$ cat src/rtl/decode_pipe_unit.sv
// Decode stage: GPR file, RISC-V immediate generation and a valid/ready D/E register.
// Define DECODE_WB_BYPASS_EN for a write-first (same-cycle W-to-D bypass) read path.
module decode_pipe_unit #(
  parameter int XLEN = 32,
  parameter int NREG = 32
) (
  input  logic            clk,
  input  logic            reset,
  input  logic            D_valid,
  output logic            D_ready,
  input  logic [24:0]     D_inst,
  input  logic [2:0]      D_imm_control,
  input  logic            W_gpr_wen,
  input  logic [4:0]      W_rd_addr,
  input  logic [XLEN-1:0] W_rd,
  input  logic            flush,
  input  logic            E_ready,
  output logic            E_valid,
  output logic [XLEN-1:0] E_rs1,
  output logic [XLEN-1:0] E_rs2,
  output logic [XLEN-1:0] E_imm_ext,
  output logic [4:0]      E_rd_addr,
  output logic [4:0]      E_rs1_addr,
  output logic [4:0]      E_rs2_addr
);

  localparam int AW = 5;
  localparam int SW = (NREG > 1) ? $clog2(NREG) : 1;

  typedef enum logic [2:0] {
    IMM_I = 3'd0,
    IMM_S = 3'd1,
    IMM_B = 3'd2,
    IMM_J = 3'd3,
    IMM_U = 3'd4
  } imm_sel_e;

  // Keep the RV bit numbering so the immediate formulas read like the ISA manual.
  logic [31:7] inst;
  assign inst = D_inst;

  logic [AW-1:0] rs1_addr, rs2_addr, rd_addr;
  assign rs1_addr = inst[19:15];
  assign rs2_addr = inst[24:20];
  assign rd_addr  = inst[11:7];

  logic wb_write;
  assign wb_write = W_gpr_wen && (W_rd_addr != '0);

  // ---------------- GPR file ----------------
  logic [XLEN-1:0] gpr [NREG];

  // NOTE: the register file is cleared on reset because the block must come up with all GPRs at zero.
  always_ff @(posedge clk or posedge reset) begin
    if (reset) begin
      for (int i = 0; i < NREG; i++) gpr[i] <= '0;
    end else if (wb_write) begin
      gpr[W_rd_addr[SW-1:0]] <= W_rd;
    end
  end

  function automatic logic [XLEN-1:0] read_gpr(input logic [AW-1:0] addr);
    logic [XLEN-1:0] val;
    val = (addr == '0) ? '0 : gpr[addr[SW-1:0]];
`ifdef DECODE_WB_BYPASS_EN
    if (wb_write && (W_rd_addr == addr)) val = W_rd;
`endif
    return val;
  endfunction

  logic [XLEN-1:0] rs1_val, rs2_val;
  always_comb begin
    rs1_val = read_gpr(rs1_addr);
    rs2_val = read_gpr(rs2_addr);
  end

  // ---------------- Immediate generation ----------------
  logic signed [31:0] imm32;
  logic [XLEN-1:0]    imm_ext;

  // NOTE: every combinational output gets a default first so no path can infer a latch.
  always_comb begin
    imm32 = '0;
    case (imm_sel_e'(D_imm_control))
      IMM_I:   imm32 = {{20{inst[31]}}, inst[31:20]};
      IMM_S:   imm32 = {{20{inst[31]}}, inst[31:25], inst[11:7]};
      IMM_B:   imm32 = {{19{inst[31]}}, inst[31], inst[7], inst[30:25], inst[11:8], 1'b0};
      IMM_J:   imm32 = {{11{inst[31]}}, inst[31], inst[19:12], inst[20], inst[30:21], 1'b0};
      IMM_U:   imm32 = {inst[31:12], 12'b0};
      default: imm32 = '0;
    endcase
    // Size cast of a signed value sign-extends to XLEN.
    imm_ext = XLEN'(imm32);
  end

  // ---------------- D/E pipeline register ----------------
  logic load, stall, rs1_refresh, rs2_refresh;
  assign D_ready     = !E_valid || E_ready;
  assign load        = D_valid && D_ready && !flush;
  assign stall       = E_valid && !E_ready;
  assign rs1_refresh = stall && wb_write && (W_rd_addr == E_rs1_addr);
  assign rs2_refresh = stall && wb_write && (W_rd_addr == E_rs2_addr);

  // NOTE: sequential state uses non-blocking assignments so every register samples pre-edge values.
  always_ff @(posedge clk or posedge reset) begin
    if (reset) begin
      E_valid    <= 1'b0;
      E_rs1      <= '0;
      E_rs2      <= '0;
      E_imm_ext  <= '0;
      E_rd_addr  <= '0;
      E_rs1_addr <= '0;
      E_rs2_addr <= '0;
    end else if (flush) begin
      E_valid <= 1'b0;
    end else if (load) begin
      E_valid    <= 1'b1;
      E_rs1      <= rs1_val;
      E_rs2      <= rs2_val;
      E_imm_ext  <= imm_ext;
      E_rd_addr  <= rd_addr;
      E_rs1_addr <= rs1_addr;
      E_rs2_addr <= rs2_addr;
    end else begin
      if (E_valid && E_ready) E_valid <= 1'b0;
      // A held instruction picks up writebacks so it never carries a stale operand.
      if (rs1_refresh) E_rs1 <= W_rd;
      if (rs2_refresh) E_rs2 <= W_rd;
    end
  end

endmodule

$ cat config.mk
export PLATFORM = sky130hd
export DESIGN_NAME = decode_pipe_unit
export DESIGN_NICKNAME = d
export VERILOG_FILES = /design/src/rtl/decode_pipe_unit.sv
export SDC_FILE = /design/constraint.sdc
export NUM_CORES = 2
export LEC_CHECK = 0
export BUFFER_PORTS_ARGS = -buffer_cell sky130_fd_sc_hd__buf_4
export CAP_MARGIN = 20
export CORE_MARGIN = 2
export CORE_UTILIZATION = 40
export CTS_BUF_LIST = sky130_fd_sc_hd__clkbuf_4 sky130_fd_sc_hd__clkbuf_8
export CTS_CLUSTER_SIZE = 12
export DETAILED_ROUTE_END_ITERATION = 10
export HOLD_SLACK_MARGIN = 0.03
export PLACE_DENSITY = 0.51
export SETUP_SLACK_MARGIN = 0.02
export SLEW_MARGIN = 5
export SYNTH_ARGS = -nofsm -noshare
export SYNTH_HDL_FRONTEND = slang
export SYNTH_SLANG_ARGS = --single-unit
export TNS_END_PERCENT = 100
$ cat constraint.sdc
create_clock -name clk -period 39.9 [get_ports clk]
set_input_delay 1.995 -clock clk [delete_from_list [all_inputs] [get_ports clk]]
set_output_delay 1.995 -clock clk [all_outputs]
set_load 0.005 [all_outputs]
== Yosys cells after proc, flatten, opt, wreduce, memory -nomap -nowiden ==
Cells that the tools add are included.

* Input bits: 71
* Register bits: 1136
* Output and inout port bits: 113
* Word-level logic and storage cells: 95

* Equal/unequal tests: 6
* Muxes and demuxes: 19
* Bitwise operators: 4
* Magnitude comparators: 4
* Reductions and logical operators: 23

{| class="wikitable"
|+ Operator list
! cell !! number
|-
| bitwise mux 1024 bit || 1
|-
| two-way mux 32 bit || 11
|-
| binary-select mux 32 bit (select 5 bit) || 2
|-
| demux 32 bit (select 5 bit) || 1
|-
| case mux 32 bit (5 select lines) || 1
|-
| >= comparator 6 bit, second input constant || 3
|-
| NOT 5 -> 6 bit || 3
|-
| equality test 5 bit || 2
|-
| zero test 5 bit || 2
|-
| logical AND 1 bit || 9
|-
| equality test 3 x 2 -> 1 bit, second input constant || 2
|-
| less-than comparator 6 x 1 -> 1 bit, second input constant || 1
|-
| AND reduction 2 bit || 3
|-
| nonzero test 5 bit || 1
|-
| nonzero test 2 bit || 2
|-
| equality test 3 x 1 -> 1 bit, second input constant || 1
|-
| equality test 3 bit, second input constant || 1
|-
| zero test 1 bit || 3
|-
| zero test 3 bit || 1
|-
| two-way mux 1 bit || 3
|-
| nonzero test 3 bit || 1
|-
| logical OR 1 bit || 1
|-
| NOT 1 bit || 1
|}

== Depth between registers and ports, before layout ==
* Depth after elaboration: 6
* Mapped depth: 10
* Mapped depth without buffers: 5

== Least setup slack after synthesis ==
Ideal clock, no wire load.

* Kind: input to output
* Start: input port E_ready
* End: output port D_ready
* Buffers on the path: 0
* Arrival: 2.164 ns
* Setup slack: 35.741 ns
* Data required time: 37.905 ns
* Stages: 1
* Path through: nand2b_1

* Word-level cells in the longest chain between the ends: 1

{| class="wikitable"
|+ RTL lines
! what !! line !! RTL
|-
| start: declaration || 17 || <nowiki>input logic E_ready,</nowiki>
|-
| logical OR 1 bit || 98 || <nowiki>assign D_ready = !E_valid || E_ready;</nowiki>
|-
| end: declaration || 10 || <nowiki>output logic D_ready,</nowiki>
|}

Every way passes these cells.

== Worst setup path in the final report ==
* Start: input port D_inst[8]
* End: register E_rs1[7]

* Word-level cells in the longest chain between the ends: 6
* Elaborated cells between the ends (all ways): 7
* Those cells by class: 5 x mux; 1 x bitwise; 1 x reduce/logical

{| class="wikitable"
|+ RTL lines
! what !! line !! RTL
|-
| start: declaration || 11 || <nowiki>input logic [24:0] D_inst,</nowiki>
|-
| NOT 5 -> 6 bit (not written as such) || 64 || <nowiki>val = (addr == '0) ? '0 : gpr[addr[SW-1:0]];</nowiki>
|-
| binary-select mux 32 bit (select 5 bit) || 64 ||
|-
| two-way mux 32 bit (not written as such) (2 in series) || 64 ||
|-
| two-way mux 32 bit (*) || 64 ||
|-
| two-way mux 32 bit (*) || 116 || <nowiki>end else if (load) begin</nowiki>
|-
| end signal: assignment || 118 || <nowiki>E_rs1 <= rs1_val;</nowiki>
|-
| end signal: assignment || 127 || <nowiki>if (rs1_refresh) E_rs1 <= W_rd;</nowiki>
|-
| end: declaration || 19 || <nowiki>output logic [XLEN-1:0] E_rs1,</nowiki>
|}

Mark *: on every way between the ends. The rest lies on a longest branch, timed or not. The select of a mux whose other input is x is not followed.
A chain may end at the register's enable or synchronous reset.

==> results.md <==
* Buffer and inverter count on the worst path at 4
* Async SR Flop Fraction at 100%
* Sinks on Clock Net at 1,136
* Slowest CP cell: buf_4
* Worst hold path class: reg -> reg
* Cell Area, Synth at 0.0595 mm²
* Delay of the slowest critical-path stage at 0.73 ns
* Cell mode on critical path: buf_4
* Static leakage at 30.7 nW
* Net Count, Synth at 4,663
* Avg WL per Cell at 31.9 µm
* Worst hold slack at 0.392 ns
* Post-CTS Setup Inserts at 0
* Yosys reg bits at 1,136
* Crit-path leading delay family: buffers and inverters
* Status: finished, final reports clean
* Crit-path max FO at 102
* Worst Setup SP: D_inst[8]
* Gr ovfl total at 0
* Vias at 40,800
* Layout cell share with drive strength beyond 1 at 39.2%
* Clock root buffer: clkbuf_8
* Final Hold Vio Count at 0
* Warnings, synthesis at 0
* Clock transition at path regs at 0.06 ns
* Worst Reg-to-Reg Cells at 7
* Worst slew pin tran at 1.19 ns
* Max clock buf depth at 3
* Iter 0 DRT Violations at 3,339
* Post-DP HPWL at 111,000 µm
* Gr usage total at 27.8%
* Fmax at 187 MHz
* Main synth FF type: dfrtp_1
* Critical Path End Type: flop
* Area delta synth->final at 12.0%
* Sequential area share after synthesis at 47.7%
* Clock Skew at 0.0363 ns
* DR DRC count at 0
* CTS tree: done
* Row Count at 141
* Max-cap viol count at 0
* Final ANT Viol Nets at 0
* Crit-path cells: buf_8, buf_12, buf_4, nor2_1, a21oi_4, buf_4, o221ai_1, o21ai_0
* Kind of start point of the critical path: input pin
* Die Y at 390 µm
* Die Wd at 390 µm
* Setup crit end: E_rs1[7]$_DFFE_PP0P_
* Clock H-tree levels at 4
* VDD IR max at 0.0302 mV
* Area of the multi-input gates at 0.0293 mm²
* Register area at 0.0284 mm²
* Layout fillers at 13,600
* CTS buffer count at 201
* WP data required at 40.76 ns
* Critical R2R Launch: E_valid$_DFFE_PP0P_
* Pin count of the biggest net entering global routing at 179
* Crit path DAT at 6.20 ns
* Core ar. at 0.148 mm²
* Critical path depth in cells at 8
* Initial antenna violation count at 6
* Most frequent cells in the layout: dfrtp_1 (1,136), mux2_2 (1,014), mux2i_1 (769)
* Max transition margin at 20.8%
* I/O pin cnt at 184
* Post-layout net count at 4,651
* Drt pass-1 iters at 5
* Critical path class: in -> reg
* I/O Buffers at 183
* Drt total wl at 213,000 µm
* First-pass GRT wire length at 307,000 µm
* Vias/cell at 6.12
* Worst r2r dst: E_rs2[24]$_DFFE_PP0P_
* Commonest non-fill, non-tap cell in the layout: dfrtp_1
* Final setup TNS at 0 ns
* Synth cell types at 42
* Final Cycle Share at 13.4%
* Number of synthesized flops with an enable pin at 0
* Syn Inst Count at 4,592
* Power density over cell area at 50.1 mW/mm²
* Vias in the first global route at 41,400
* Initial Utilization at 40.3%
* Skew-Pair Late Insertion Delay at 0.94 ns
* RSZ-0062 raised after global routing: no
* Post_cts resized at 0
* Die area at 0.152 mm²
* R2R setup slack at 36.66 ns
* Post-synthesis area per instance at 13.0 µm²
* Slew Viols, Final at 0
* Hold Buf Count CTS at 0
* Final GP Congestion at 0.758
* Period minus WS final at 5.34 ns
* Setup violations, final at 0
## worst register-to-register path, delay by kind of cell (launching register included)
family | cells | cell delay (ns)
AO/OA/AOI/OAI | 2 | 0.98
buffers and inverters | 2 | 0.94
flip-flops | 1 | 0.38
AND/OR/NAND/NOR | 3 | 0.86
## flip-flops by register name (all words and copies together), names as in the netlist
register    flops
E_valid         1
E_rd_addr       5
E_rs1          32
E_rs1_addr      5
E_rs2_addr      5
gpr          1024
E_imm_ext      32
E_rs2          32
## synth_stat cells (2+ instances only)
| cell | number | area [µm²] |
|---|---|---|
| a21oi_1 | 46 | 230 |
| a221o_1 | 54 | 541 |
| a22oi_1 | 369 | 2770 |
| a2bb2oi_1 | 2 | 17.5 |
| and2_1 | 10 | 62.6 |
| and3_1 | 2 | 12.5 |
| buf_1 | 62 | 233 |
| buf_2 | 97 | 485 |
| buf_4 | 20 | 150 |
| buf_6 | 6 | 67.6 |
| clkbuf_1 | 306 | 1150 |
| dfrtp_1 | 1136 | 28400 |
| inv_1 | 5 | 18.8 |
| mux2_2 | 1014 | 11400 |
| mux2i_1 | 769 | 7700 |
| mux4_2 | 155 | 3490 |
| nand2_1 | 100 | 375 |
| nand2b_1 | 15 | 93.8 |
| nand3_1 | 178 | 891 |
| nand3b_1 | 5 | 37.5 |
| nand4_1 | 46 | 288 |
| nand4b_1 | 2 | 17.5 |
| nor2_1 | 82 | 308 |
| nor2b_1 | 6 | 37.5 |
| nor3_1 | 2 | 10.0 |
| nor3b_1 | 5 | 37.5 |
| nor4b_1 | 4 | 35.0 |
| o21ai_0 | 46 | 230 |
| o221a_2 | 5 | 56.3 |
| o221ai_1 | 10 | 87.6 |
| o22ai_1 | 9 | 56.3 |
| o41a_1 | 2 | 22.5 |
| or2_2 | 4 | 25.0 |
| xnor2_1 | 6 | 52.6 |
| xor2_1 | 5 | 43.8 |
## power by group
part	total, mW	switching (mW)	internal [mW]
clock	1.16	0.504	0.659
sequential	1.53	0.165	1.37
combinational	0.646	0.290	0.356
total	3.34	0.959	2.39
## final cells by class
type,count,area share [%]
Antenna cell,2,0.00750
Clock buffer,336,6.27
Clock inverter,16,0.191
Inverter,6,0.0450
Multi-Input combinational cell,2959,44.0
Sequential cell,1136,42.6
Tap cell,1930,3.62
Timing Repair Buffer,276,3.27
## stage by stage
| stage | area, µm² | cells | power (mW) | util, % | setup WS (ns) |
|---|---|---|---|---|---|
| 2_1_floorplan | 59500 | 4592 | 1.99 | - | 5.91 |
| 3_3_place_gp | 62300 | 6300 | 2.18 | 42.1 | 33.60 |
| 3_5_place_dp | 62300 | 6303 | 2.20 | 42.2 | 33.52 |
| 4_1_cts | 66600 | 6655 | 3.37 | 45.1 | 34.57 |
| 5_1_grt | 66700 | 6660 | 3.51 | 45.1 | 34.15 |
| 6_report | 66700 | 6661 | 3.34 | 45.1 | 34.56 |
## metal layers
metal / up-vias / part of all wire [%] / track usage, %
met5: - / 0.014 / 0
met4: 4 / 3.2 / 9.22
met3: 364 / 5.2 / 4.19
met2: 1293 / 47 / 44.1
met1: 21800 / 45 / 39.0
li1: 17300 / - / -
## worst min path at each step
stage	to	slack, ns	from	depth (start not counted)
after floorplan	gpr[1005]$_DFFE_PP0P_	0.44	gpr[1005]$_DFFE_PP0P_	1
after global placement	gpr[1005]$_DFFE_PP0P_	0.38	gpr[1005]$_DFFE_PP0P_	0
after detailed placement	gpr[992]$_DFFE_PP0P_	0.39	gpr[992]$_DFFE_PP0P_	0
after CTS	gpr[1017]$_DFFE_PP0P_	0.40	gpr[1017]$_DFFE_PP0P_	0
after global routing	gpr[1005]$_DFFE_PP0P_	0.40	gpr[1005]$_DFFE_PP0P_	0
final	gpr[1017]$_DFFE_PP0P_	0.39	gpr[1017]$_DFFE_PP0P_	0
## kinds of logic (layout without fill, tap and decap cells)
family / after synthesis / in the layout / share of synthesized area (%)
multiplexers: 1939 / 1939 / 38.0
flip-flops: 1136 / 1136 / 47.7
AO/OA/AOI/OAI: 546 / 546 / 6.78
buffers and inverters: 497 / 634 / 3.54
AND/OR/NAND/NOR: 463 / 463 / 3.78
XOR/XNOR: 11 / 11 / 0.162
other: 0 / 2 / 0
Power figures use the tool's default switching activity.
